==> src/rtl/input_conditioner.sv <==
// input_conditioner
// Board-input front end: synchronises and debounces the stop button, the
// Debug_DM slide switch and the program switch bus, and emits single-cycle
// stop_press / switch_changed pulses. Runs on the undivided board clock.
//
// Build option: define STOP_TOGGLE_EN to make `stop` a press-to-toggle latch.
// With it undefined, `stop` is the debounced button level itself.
//
// Channel bit map inside the packed vectors:
//   bit 0          stop button
//   bit 1          debug switch
//   bits SW_W+1:2  program switches
module input_conditioner #(
   parameter int SW_W            = 10,
   parameter int DEBOUNCE_CYCLES = 1_000_000
) (
   input  logic            clk_board,
   input  logic            rst_n,
   input  logic            stop_raw,
   input  logic            debug_raw,
   input  logic [SW_W-1:0] switch_raw,
   output logic            stop,
   output logic            Debug_DM,
   output logic [SW_W-1:0] switch_in,
   output logic            stop_press,
   output logic            switch_changed
);

   localparam int NCH = SW_W + 2;
   localparam int CW  = $clog2(DEBOUNCE_CYCLES);
   localparam logic [CW-1:0] CNT_MAX = CW'(DEBOUNCE_CYCLES - 1);
   localparam logic [CW-1:0] CNT_ONE = CW'(1);

   logic [NCH-1:0]  raw_vec;

   logic [NCH-1:0]  s1_q, s1_d;
   logic [NCH-1:0]  s2_q, s2_d;
   logic [NCH-1:0]  q_q, q_d;
   logic [CW-1:0]   cnt_q [NCH];
   logic [CW-1:0]   cnt_d [NCH];

   // Delayed copies of the accepted levels, used to spot a q update one
   // cycle after it happens so the pulses follow the level by one cycle.
   logic            stop_dly_q, stop_dly_d;
   logic [SW_W-1:0] sw_dly_q, sw_dly_d;

   logic            stop_press_q, stop_press_d;
   logic            switch_changed_q, switch_changed_d;

`ifdef STOP_TOGGLE_EN
   logic            stop_latch_q, stop_latch_d;
`endif

   assign raw_vec = {switch_raw, debug_raw, stop_raw};

   // Next-state logic: synchroniser shift, per-channel debounce counters,
   // and edge detection on the accepted levels.
   always_comb begin
      s1_d = raw_vec;
      s2_d = s1_q;
      q_d  = q_q;
      for (int i = 0; i < NCH; i++) begin
         cnt_d[i] = '0;
         if (s2_q[i] != q_q[i]) begin
            if (cnt_q[i] == CNT_MAX) begin
               q_d[i] = s2_q[i];
            end else begin
               cnt_d[i] = cnt_q[i] + CNT_ONE;
            end
         end
      end

      stop_dly_d       = q_q[0];
      sw_dly_d         = q_q[NCH-1:2];
      stop_press_d     = q_q[0] & ~stop_dly_q;
      switch_changed_d = |(q_q[NCH-1:2] ^ sw_dly_q);

`ifdef STOP_TOGGLE_EN
      stop_latch_d = stop_latch_q ^ stop_press_d;
`endif
   end

   // State registers; a low rst_n at a clock edge clears every flop so a
   // level held through reset must be debounced again from scratch.
   always_ff @(posedge clk_board) begin
      if (!rst_n) begin
         s1_q             <= '0;
         s2_q             <= '0;
         q_q              <= '0;
         for (int i = 0; i < NCH; i++) begin
            cnt_q[i] <= '0;
         end
         stop_dly_q       <= 1'b0;
         sw_dly_q         <= '0;
         stop_press_q     <= 1'b0;
         switch_changed_q <= 1'b0;
`ifdef STOP_TOGGLE_EN
         stop_latch_q     <= 1'b0;
`endif
      end else begin
         s1_q             <= s1_d;
         s2_q             <= s2_d;
         q_q              <= q_d;
         for (int i = 0; i < NCH; i++) begin
            cnt_q[i] <= cnt_d[i];
         end
         stop_dly_q       <= stop_dly_d;
         sw_dly_q         <= sw_dly_d;
         stop_press_q     <= stop_press_d;
         switch_changed_q <= switch_changed_d;
`ifdef STOP_TOGGLE_EN
         stop_latch_q     <= stop_latch_d;
`endif
      end
   end

   assign Debug_DM       = q_q[1];
   assign switch_in      = q_q[NCH-1:2];
   assign stop_press     = stop_press_q;
   assign switch_changed = switch_changed_q;

`ifdef STOP_TOGGLE_EN
   assign stop = stop_latch_q;
`else
   assign stop = q_q[0];
`endif

endmodule

==> config.mk <==
export PLATFORM = sky130hd
export DESIGN_NAME = input_conditioner
export DESIGN_NICKNAME = d
export VERILOG_FILES = /design/src/rtl/input_conditioner.sv
export SDC_FILE = /design/constraint.sdc
export NUM_CORES = 1
export LEC_CHECK = 0
export ABC_AREA = 1
export CAP_MARGIN = 15
export CORE_MARGIN = 2
export CORE_UTILIZATION = 50
export CTS_CLUSTER_SIZE = 25
export DETAILED_ROUTE_END_ITERATION = 8
export GPL_TIMING_DRIVEN = 0
export PLACE_DENSITY = 0.73
export SYNTH_ARGS = -nofsm -noshare
export SYNTH_HDL_FRONTEND = slang
export SYNTH_SLANG_ARGS = --single-unit
export TNS_END_PERCENT = 1
==> constraint.sdc <==
create_clock -name clk_board -period 3.2 [get_ports clk_board]
set_input_delay 0.8 -clock clk_board [delete_from_list [all_inputs] [get_ports clk_board]]
set_output_delay 0.8 -clock clk_board [all_outputs]
set_load 0.03 [all_outputs]
# [Word level (Yosys, flattened, before mapping)]
# Memories as Yosys holds them, arrays and structs flattened.
# Cells that the tools add are included.
[word_totals] regBits=49 ram_bits=240 in_bits=14 out_inout_bits=14 elab_cells=121 memories=1
[mem_list] name="cnt_q" depth=12 word_bits=20 read_ports=12 rd_ports_with_merged_regs=0 write_ports=12 line="39" rtl="logic [CW-1:0] cnt_q [NCH];"
[op_classes] add_sub_neg=12 n_eq_ne=24 n_mux=38 n_bitwise=15 reduce_logical=13
[ops] op="$mux W20" n=36
[ops] op="$add A20 B1 Y20 const B" n=12
[ops] op="$eq A20 B20 Y1 const B" n=12
[ops] op="$reduce_and A2 Y1" n=12
[ops] op="$ne A1 B1 Y1" n=12
[ops] op="$or A1 B1 Y1" n=12
[ops] op="$reduce_or A10 Y1" n=1
[ops] op="$xor A10 B10 Y10" n=1
[ops] op="$mux W1" n=2
[ops] op="$and A1 B1 Y1" n=1
[ops] op="$not A1 Y1" n=1

# [Depth between registers and ports, before layout]
[logic_depth] ltp_word=4 depth_mapped=10 ltp_nobuf=10

# [Worst setup path before layout]
# No wires, ideal clock.
[synth_timing] path_kind="reg-to-reg" start="mem cnt_q[2][60] (netlist name)" end="mem cnt_q[2][69] (netlist name)" setup_time_ps=122 arrival_time_ps=1320 required_ps=3078 slack_ps=1759 stages_incl_launch_ff=8 path_buffers=1 period_less_slack_ps=1441 path_cell_list="dfxtp_1 -> ha_1 -> nand3_2 -> nor2_1 -> nand3_1 -> o21ai_2 -> buf_6 -> a21oi_1"
[synth_lines] element="from (decl)" line="39"

# [Worst setup path in the final report]
[layout_timing] start="reg q_q[5]" end="out switch_in[3]"
[layout_lines] element="from (decl)" line="38" rtl="logic [NCH-1:0] q_q, q_d;"
[layout_lines] element="from (signal assigned)" line="103" rtl="q_q <= q_d;"
[layout_lines] element="to (decl)" line="24" rtl="output logic [SW_W-1:0] switch_in,"
# No word-level cell between the ends.

==> summary.txt <==
status - finished, final reports clean
CP max FO - 5
Setup Total Neg Slack - 0 ns
vias in the first global route - 11400
# port buffers - 27
peak per-stage delay on the critical path - 0.74 ns
CTS tree - done
CTS sink count - 289
initial antenna violation count - 1
IO Pins - 28
period utilization - 0.814
DRT Wirelength - 28.9 mm
mux cell area share after synthesis - 0
Mapped Cells - 2053
crit path DAT - 1.80 ns
setup bufs post-CTS - 0
sequential-to-total area share from yosys stat - 0.410
Largest delay share family, worst path - buffers and inverters
Yosys reg bits - 289
slowest library cell on the worst path - clkdlybuf4s50_1
H-tree depth - 1
initial drt markers - 682
Bufs on Longest Clock Path - 3
drt wl/cell - 11.5 um
Setup violations, final - 0
largest cells by area after synthesis - dfxtp_1 (41%), nand2_1 (14%), nor2_1 (13%)
Die Y - 172 um
XOR/XNOR share of the synthesized area - 0.0694
Setup Skew - 0.0101 ns
drt pass-1 iters - 5
post_cts resized - 0
fin cells - 2516
worst-skew pair later-pin latency - 0.56 ns
yosys warns - 0
vias per std cell - 4.90
synthesized area - 14100 sq um
first-pass GRT wire length - 50.1 mm
Worst VDD drop - 0.399 mV
Critical Path Start Type - flop
Relative slew margins - 0.521
Starting Density - 0.509
Fill cells - 2689
max_cap viols - 0
post-route DRC violation count - 0
gr usage total - 0.199
share of layout cells above drive strength 1 - 0.0725
GPL Wtd Cong - 0.872
global route overflow - 0
worst path buffer plus inverter count - 1
# hold bufs at CTS - 0
Hold Path Class - reg2reg
Cell Pwr Density - 470 nW/um^2
largest family of logic cells by synthesized area - simple AND/OR/NAND/NOR gates
largest net degree at the start of global routing - 16
post-synthesis compound-gate area fraction - 0.0550
DP Worst Slack - 0.433 ns
critical path class - reg2out
post-synthesis adder-cell area fraction - 0.0106
Synth Area in Simple Gates - 0.386
Post-DRT Antenna Nets - 0
antenna cell count - 0
Chip Width - 172 um
critical-path cell list - clkdlybuf4s50_1
TritonCTS Buffers - 31
endpoint class of the critical path - output pin
count of final hold-check violations - 0
placed cell count - 2458
CTS root buf - clkbuf_16
Final nets - 2139
Tightest Pin Transition - 0.719 ns
fin. max-slew vios - 0
core area - 27800 sq um
synthesized area per cell - 6.88 sq um
DR vias - 12300
post-layout min period - 2.60 ns
Synth cell types - 36
Yosys top cell by area - dfxtp_1
Leak - 0.00537 uW
Area Growth Syn to Fin - 13.0%
CP required - 2.40 ns
clk slew on worst S/H paths - 0.06 ns
Core Rows - 61
RSZ-0062 raised after global routing - false
Synth top area share - 0.410
die area - 29600 sq um
Setup WS post-layout - 0.596 ns
syn_nets - 2079
DP HPWL - 21.3 mm
Max Freq - 0.384 GHz
## state kept, by name (all words and copies together), names as in the netlist
| name | cells |
|---|---|
| stop_dly_q | 1 |
| stop_press | 1 |
| q_q | 12 |
| s1_q | 12 |
| cnt_q | 240 |
| switch_changed | 1 |
| s2_q | 12 |
| sw_dly_q | 10 |
## routing by layer
| metal | vias up | part of all wire | track usage |
|---|---|---|---|
| li1 | 6501 | - | - |
| met2 | 166 | 0.47 | 0.346 |
| met5 | - | 0.00031 | 0 |
| met4 | 2 | 0.021 | 0.0457 |
| met1 | 5601 | 0.48 | 0.260 |
| met3 | 47 | 0.038 | 0.0302 |
## cell usage in the layout (no fill, tap or decap), drive strengths merged
| master | n |
|---|---|
| nor2 | 510 |
| a31oi | 1 |
| nand3b | 18 |
| nor3b | 2 |
| xnor2 | 41 |
| clkinv | 7 |
| and2 | 5 |
| nor3 | 9 |
| nand3 | 131 |
| nand2 | 540 |
| dfxtp | 289 |
| o22ai | 1 |
| clkdlybuf4s50 | 27 |
| ha | 12 |
| nand4 | 26 |
| bufinv | 5 |
| buf | 22 |
| xor2 | 71 |
| o21bai | 17 |
| or2 | 24 |
| inv | 210 |
| o21ai | 32 |
| clkinvlp | 3 |
| a21oi | 93 |
| clkbuf | 42 |
## kinds of logic (layout without fill, tap and decap cells)
kind of cell               count (synthesis)  after routing
AOI/OAI and AO/OA                        144            144
xor gates and xnor gates                 112            112
adders and majority gates                 12             12
buffers and inverters                    231            316
DFF                                      289            289
and+or+nand+nor                         1265           1265
## layout make-up
cell class,instances,area (sq um),share of cell area
Buffer,22,200,0.0125
Clock buffer,42,867,0.0543
Clock inverter,16,220,0.0138
Inverter,209,785,0.0492
Multi-Input combinational cell,1533,7360,0.461
Sequential cell,289,5790,0.363
Tap cell,378,473,0.0296
Timing Repair Buffer,27,270,0.0169
## report_power, final
| part | total [uW] | switching, uW | internal (uW) | leakage, uW |
|---|---|---|---|---|
| Sequential | 3630 | 10.5 | 3620 | 0.00233 |
| Combinational | 108 | 66.3 | 42.0 | 0.00251 |
| Clock | 3760 | 1460 | 2300 | 0.000528 |
## synthesized netlist by cell type, drive strengths merged
library cell,number
inv,209
nor3b,2
a21oi,93
nor2,510
or2,24
xor2,71
nand3b,18
ha,12
o22ai,1
xnor2,41
o21ai,32
nor3,9
and2,5
a31oi,1
nand3,131
nand2,540
o21bai,17
dfxtp,289
buf,22
nand4,26
## final timing paths
check | slack [ns] | cells after the start | endpoint | start
worst max register to register | 1.46 | 7 | cnt_q[2][69] | cnt_q[2][60]
worst min-delay path | 0.38 | 1 | stop_press | stop_dly_q
worst max-delay path | 0.60 | 1 | switch_in[3] | q_q[5]
worst min register to register | 0.38 | 1 | stop_press | stop_dly_q
## per-stage QoR
| stage | utilization | area [sq um] | hold WS, ns | total power (uW) |
|---|---|---|---|---|
| floorplan | - | 14100 | 0.368 | 3770 |
| global placement | 0.535 | 14900 | 0.374 | 3810 |
| detailed placement | 0.535 | 14900 | 0.380 | 3820 |
| CTS | 0.574 | 16000 | 0.388 | 7590 |
| global route | 0.574 | 16000 | 0.428 | 7750 |
| finish | 0.574 | 16000 | 0.384 | 7490 |
Note: power is estimated with default switching activity, not from simulation.
